$ cat src/rtl/fuel_disp_pkg.sv
// Shared constants, FSM encoding and display helpers for the fuel-display datapath.
package fuel_disp_pkg;

    localparam int          N_DIGITS  = 6;
    localparam int          BCD_W     = 4;
    localparam int          DISP_W    = N_DIGITS * BCD_W;
    localparam logic [3:0]  BCD_BLANK = 4'hF;
    localparam int          MAX_DISP  = 999999;

    typedef enum logic [1:0] {
        IDLE     = 2'd0,
        SHIFT    = 2'd1,
        LOAD_OUT = 2'd2
    } conv_state_e;

    // Replace leading zero digits (most significant down to the tens digit) with
    // the blank code; the ones digit always stays visible.
    function automatic logic [DISP_W-1:0] blank_leading_zeros(input logic [DISP_W-1:0] digits);
        logic [DISP_W-1:0] result;
        logic              leading;
        result  = digits;
        leading = 1'b1;
        for (int i = N_DIGITS - 1; i >= 1; i--) begin
            if (leading && (digits[i*BCD_W +: BCD_W] == '0)) begin
                result[i*BCD_W +: BCD_W] = BCD_BLANK;
            end else begin
                leading = 1'b0;
            end
        end
        return result;
    endfunction

endpackage

$ cat src/rtl/bcd_add3.sv
// Double-dabble digit correction: a BCD digit of 5 or more gets 3 added so the
// following left shift carries correctly into the next decade.
module bcd_add3 (
    input  logic [3:0] din,
    output logic [3:0] dout
);

    always_comb begin
        dout = din;
        if (din >= 4'd5) begin
            dout = din + 4'd3;
        end
    end

endmodule

$ cat src/rtl/bin_to_bcd6.sv
// Sequential binary-to-6-digit-BCD converter (shift-and-add-3), saturating at MAX_VAL.
// Optional build macro BCD_LZ_BLANK_EN blanks leading zero digits with the 4'hF code.
module bin_to_bcd6
    import fuel_disp_pkg::*;
#(
    parameter int IN_W    = 20,
    parameter int MAX_VAL = MAX_DISP
) (
    input  logic            clk,
    input  logic            rst,
    input  logic            start,
    input  logic [IN_W-1:0] in_value,
    output logic            busy,
    output logic            done,
    output logic            ovf,
    output logic [3:0]      bcd_HEX0,
    output logic [3:0]      bcd_HEX1,
    output logic [3:0]      bcd_HEX2,
    output logic [3:0]      bcd_HEX3,
    output logic [3:0]      bcd_HEX4,
    output logic [3:0]      bcd_HEX5
);

    localparam int               CNT_W    = $clog2(IN_W + 1);
    localparam logic [IN_W-1:0]  MAX_OP   = IN_W'(MAX_VAL);
    localparam logic [CNT_W-1:0] LAST_CNT = CNT_W'(IN_W - 1);
`ifdef BCD_LZ_BLANK_EN
    localparam logic [DISP_W-1:0] HEX_RST = {{(N_DIGITS-1){BCD_BLANK}}, 4'd0};
`else
    localparam logic [DISP_W-1:0] HEX_RST = '0;
`endif

    conv_state_e       state_q, state_d;
    logic [IN_W-1:0]   operand_q, operand_d;
    logic [DISP_W-1:0] acc_q, acc_d;
    logic [CNT_W-1:0]  cnt_q, cnt_d;
    logic              ovf_pend_q, ovf_pend_d;
    logic              busy_q, busy_d;
    logic              done_q, done_d;
    logic              ovf_q, ovf_d;
    logic [DISP_W-1:0] hex_q, hex_d;

    logic [DISP_W-1:0] acc_adj;

    // One correction cell per decade, all working on the current accumulator.
    for (genvar gi = 0; gi < N_DIGITS; gi++) begin : g_add3
        bcd_add3 u_add3 (
            .din  (acc_q[gi*BCD_W +: BCD_W]),
            .dout (acc_adj[gi*BCD_W +: BCD_W])
        );
    end

    always_comb begin
        state_d    = state_q;
        operand_d  = operand_q;
        acc_d      = acc_q;
        cnt_d      = cnt_q;
        ovf_pend_d = ovf_pend_q;
        busy_d     = busy_q;
        done_d     = 1'b0;
        ovf_d      = ovf_q;
        hex_d      = hex_q;

        case (state_q)
            IDLE: begin
                if (start) begin
                    operand_d  = (in_value > MAX_OP) ? MAX_OP : in_value;
                    ovf_pend_d = (in_value > MAX_OP);
                    acc_d      = '0;
                    cnt_d      = '0;
                    busy_d     = 1'b1;
                    state_d    = SHIFT;
                end
            end
            SHIFT: begin
                // The bit shifted out of the top digit is always zero for legal operands.
                {acc_d, operand_d} = {acc_adj, operand_q} << 1;
                cnt_d = cnt_q + 1'b1;
                if (cnt_q == LAST_CNT) begin
                    state_d = LOAD_OUT;
                end
            end
            LOAD_OUT: begin
`ifdef BCD_LZ_BLANK_EN
                hex_d = blank_leading_zeros(acc_q);
`else
                hex_d = acc_q;
`endif
                ovf_d   = ovf_pend_q;
                done_d  = 1'b1;
                busy_d  = 1'b0;
                state_d = IDLE;
            end
            default: begin
                state_d = IDLE;
                busy_d  = 1'b0;
            end
        endcase
    end

    always_ff @(posedge clk) begin
        if (rst) begin
            state_q    <= IDLE;
            operand_q  <= '0;
            acc_q      <= '0;
            cnt_q      <= '0;
            ovf_pend_q <= 1'b0;
            busy_q     <= 1'b0;
            done_q     <= 1'b0;
            ovf_q      <= 1'b0;
            hex_q      <= HEX_RST;
        end else begin
            state_q    <= state_d;
            operand_q  <= operand_d;
            acc_q      <= acc_d;
            cnt_q      <= cnt_d;
            ovf_pend_q <= ovf_pend_d;
            busy_q     <= busy_d;
            done_q     <= done_d;
            ovf_q      <= ovf_d;
            hex_q      <= hex_d;
        end
    end

    assign busy     = busy_q;
    assign done     = done_q;
    assign ovf      = ovf_q;
    assign bcd_HEX0 = hex_q[0*BCD_W +: BCD_W];
    assign bcd_HEX1 = hex_q[1*BCD_W +: BCD_W];
    assign bcd_HEX2 = hex_q[2*BCD_W +: BCD_W];
    assign bcd_HEX3 = hex_q[3*BCD_W +: BCD_W];
    assign bcd_HEX4 = hex_q[4*BCD_W +: BCD_W];
    assign bcd_HEX5 = hex_q[5*BCD_W +: BCD_W];

endmodule

$ cat config.mk
export PLATFORM = sky130hd
export DESIGN_NAME = bin_to_bcd6
export DESIGN_NICKNAME = d
export VERILOG_FILES = /design/src/rtl/fuel_disp_pkg.sv /design/src/rtl/bcd_add3.sv /design/src/rtl/bin_to_bcd6.sv
export SDC_FILE = /design/constraint.sdc
export NUM_CORES = 1
export LEC_CHECK = 0
export CAP_MARGIN = 40
export CORE_MARGIN = 4
export CORE_UTILIZATION = 25
export CTS_CLUSTER_DIAMETER = 200
export DETAILED_ROUTE_END_ITERATION = 12
export RECOVER_POWER = 25
export SYNTH_ARGS = -nofsm -noshare
export SYNTH_HDL_FRONTEND = slang
export SYNTH_SLANG_ARGS = --single-unit
$ cat constraint.sdc
create_clock -name clk -period 3.1 [get_ports clk]
set_input_delay 0.31 -clock clk [delete_from_list [all_inputs] [get_ports clk]]
set_output_delay 0.31 -clock clk [all_outputs]
set_load 0.005 [all_outputs]
==> results.ini <==
[clock_network]
cts_resized = 0
cts_hold_buf = 0
cts_max_path_buffers = 2
clkTransAtPathRegs_ns = 0.06
htree_levels = 3
cts-buffers-inserted = 9
clk_latency_ns = 0.34
cts_setup_buffers = 0
cts_root_buf = clkbuf_16
tritoncts = yes
cts.sinks = 79

[pwr]
p_per_area_nw_per_um2 = 526
p_comb_share_pct = 7.3
p_sw_uw = 534
p_int_mw = 1.78
ir_drop_mv = 0.272
swShare_pct = 23.1
clkPwrFrac_pct = 46.8
totalPowerFinal_mw = 2.31
power.leakage_nw = 1.56
p_seq_share_pct = 45.9

[timing]
skew_ns = 0.00513
fin_ws_ns = 0.884
period_needed_ns = 2.22
rsz0062_at_grt = false
fmax_ghz = 0.451
max_slew.worst_pin.slew_ns = 1.49
fin_setup_tns_ns = 0
slew_headroom_pct = 0.537
period_share_pct = 71.5
final-hold-violation-count = 0
drv_slew = 0
setup_viol = 0

[outcome]
outcome = finished, violations left
violations = max-capacitance violations

[cells_and_area]
drive_above_1_share_pct = 6.65
final_common_cell = dfxtp_1
syn2layout_area_growth_pct = 28.8
multi_input_area_um2 = 1680
regArea_um2 = 1580
fillCellCount = 1394
mostFrequentLayoutCells = dfxtp_1, nand2_1, a21oi_1
diodes = 0
nets = 482

[routing]
drc = 0
vias = 2907
wl_per_cell_um = 12.9
viasPerCell = 4.64
firstDrtPassIters = 4
routed_wl_um = 8090
drtIter0Drc = 128
antenna_left = 0

[synthesis]
synth_top_family_by_area = simple AND/OR/NAND/NOR gates
synth_mux_area_share_pct = 2.42
ys_ff_latch = 79
syn_nets = 438
synthAdderAreaFrac_pct = 4.77
synthSimpleGateAreaFrac_pct = 19.7
synth_area_leaders = dfxtp_1, a21oi_1, nand2_1
ys_seq_area_share_pct = 46.4
dominantRegCellSynth = dfxtp_1
ys_types = 36
synth-edff-count = 0
synth_compound_area_share_pct = 19.6
syn_inst = 402
mappedNetlistArea_um2 = 3410
yosysTopAreaCell = dfxtp_1
synthArstFlopShare_pct = 0
synth_xor_xnor_area_share_pct = 2.82
netlist.area_leader.share_pct = 46.4
syn_avg_cell_area_um2 = 8.48
ys_warn_count = 0

[grt]
grt_max_degree = 39
groute.usage.overall_pct = 10.6
overflow = 0
grt_pass1_vias = 2899
grt_pass1_wl_um = 13600
grt_antenna_before_repair = 0

[placed_design]
dp_hpwl_um = 5690
post-place-ws_ns = 0.803
place_congestion = 0.770
portBuffers = 49

[die]
fp-row-count = 42
ios = 50
start_util_pct = 25.7
coreArea_um2 = 13300
die_width_um = 125
design.die.area_um2 = 15600
die_y_um = 125

[setup_path]
start_kind = input port
rrSetupSlack_ns = 1.17
slowest_delay_ns = 1.05
path_max_fanout = 38
endpoint_kind = flip-flop
arrival_ns = 2.44
crit_path_top_delay_cell = clkbuf_1
worstReg2RegStart = state_q[1]
r2r_cells = 4
worstPathRequired_ns = 3.32
r2r-end = acc_q[10]
critical_path_class = input port to flip-flop
cp_cell_sequence = clkbuf_1 > clkbuf_2 > nor2_1 > o221a_1

[run]
cap_violations = 1

[hold_path]
hp-start = hex_q[16]
worstHoldPathCells = 2
whs_endpoint = hex_q[16]
hold_path_class = flip-flop to flip-flop

stage by stage:
| step | utilization (%) | instance area, um2 | hold WS [ns] | std cells |
|---|---|---|---|---|
| finish | 33.0 | 4390 | 0.455 | 627 |
| global route | 33.0 | 4390 | 0.479 | 627 |
| CTS | 33.1 | 4400 | 0.457 | 627 |
| detailed placement | 30.7 | 4090 | 0.449 | 611 |
| global placement | 30.7 | 4080 | 0.446 | 610 |
| floorplan | - | 3410 | 0.432 | 402 |
logic make-up after synthesis:
group	Yosys count
adder cells (fa/ha/maj)	13
XOR/XNOR	11
multiplexers	8
AND/OR/NAND/NOR	149
flip-flops	79
AO/OA/AOI/OAI	104
buffers and inverters	38
critical path: cells and delay by family:
family | cells | cell delay (ns)
buffers and inverters | 2 | 1.82
AND/OR/NAND/NOR | 1 | 0.13
AO/OA/AOI/OAI | 1 | 0.16
cell type report:
type / count / share of cell area [%]
Sequential cell: 79 / 36.0
Clock buffer: 11 / 5.75
Inverter: 13 / 1.11
Multi-Input combinational cell: 285 / 38.2
Clock inverter: 5 / 1.28
Tap cell: 176 / 5.01
Timing Repair Buffer: 58 / 12.6
synth_stat cells (all sizes together), types with 2 or more instances:
| cell | instances |
|---|---|
| mux2 | 2 |
| dfxtp | 79 |
| nand4 | 2 |
| a22oi | 7 |
| buf | 7 |
| mux2i | 6 |
| a22o | 12 |
| o221a | 7 |
| nand2b | 7 |
| xor2 | 5 |
| or3 | 5 |
| ha | 13 |
| nor3 | 10 |
| clkbuf | 18 |
| nor4 | 4 |
| inv | 13 |
| xnor2 | 6 |
| a21oi | 56 |
| nand3 | 13 |
| o21ai | 14 |
| o211ai | 4 |
| o31a | 2 |
| nand2 | 61 |
| nor2b | 2 |
| nor2 | 41 |
registers in the layout, summed over array words and instances, names as in the netlist:
name and count:
operand_q 20, state_q 2, busy 1, hex_q 24, ovf_pend_q 1, ovf 1
acc_q 24, cnt_q 5, done 1
metal layers:
layer  wire [um]  global-route usage (%)
met3         323                    3.47
met4         140                    4.19
met5           0                       0
met2        3830                    17.7
met1        3800                    12.6
power by group through the flow:
stage	Clock (mW)	Sequential (mW)	Combinational, mW
floorplan	0	1.08	0.104
global placement	0	1.08	0.166
detailed placement	0	1.08	0.169
CTS	1.11	1.06	0.170
global route	1.15	1.06	0.187
finish	1.08	1.06	0.169
worst max-delay path by stage:
stage                    end         start  depth (start not counted)  slack, ns
2_1_floorplan  operand_q[14]  in_value[10]                          4       1.53
3_3_place_gp       acc_q[13]         start                          5       0.85
3_5_place_dp        acc_q[9]         start                          5       0.80
4_1_cts             acc_q[9]         start                          5       1.16
5_1_grt         operand_q[3]           rst                          4       0.72
6_report        operand_q[2]           rst                          4       0.88
No activity file was read; power rests on OpenSTA's default activity.
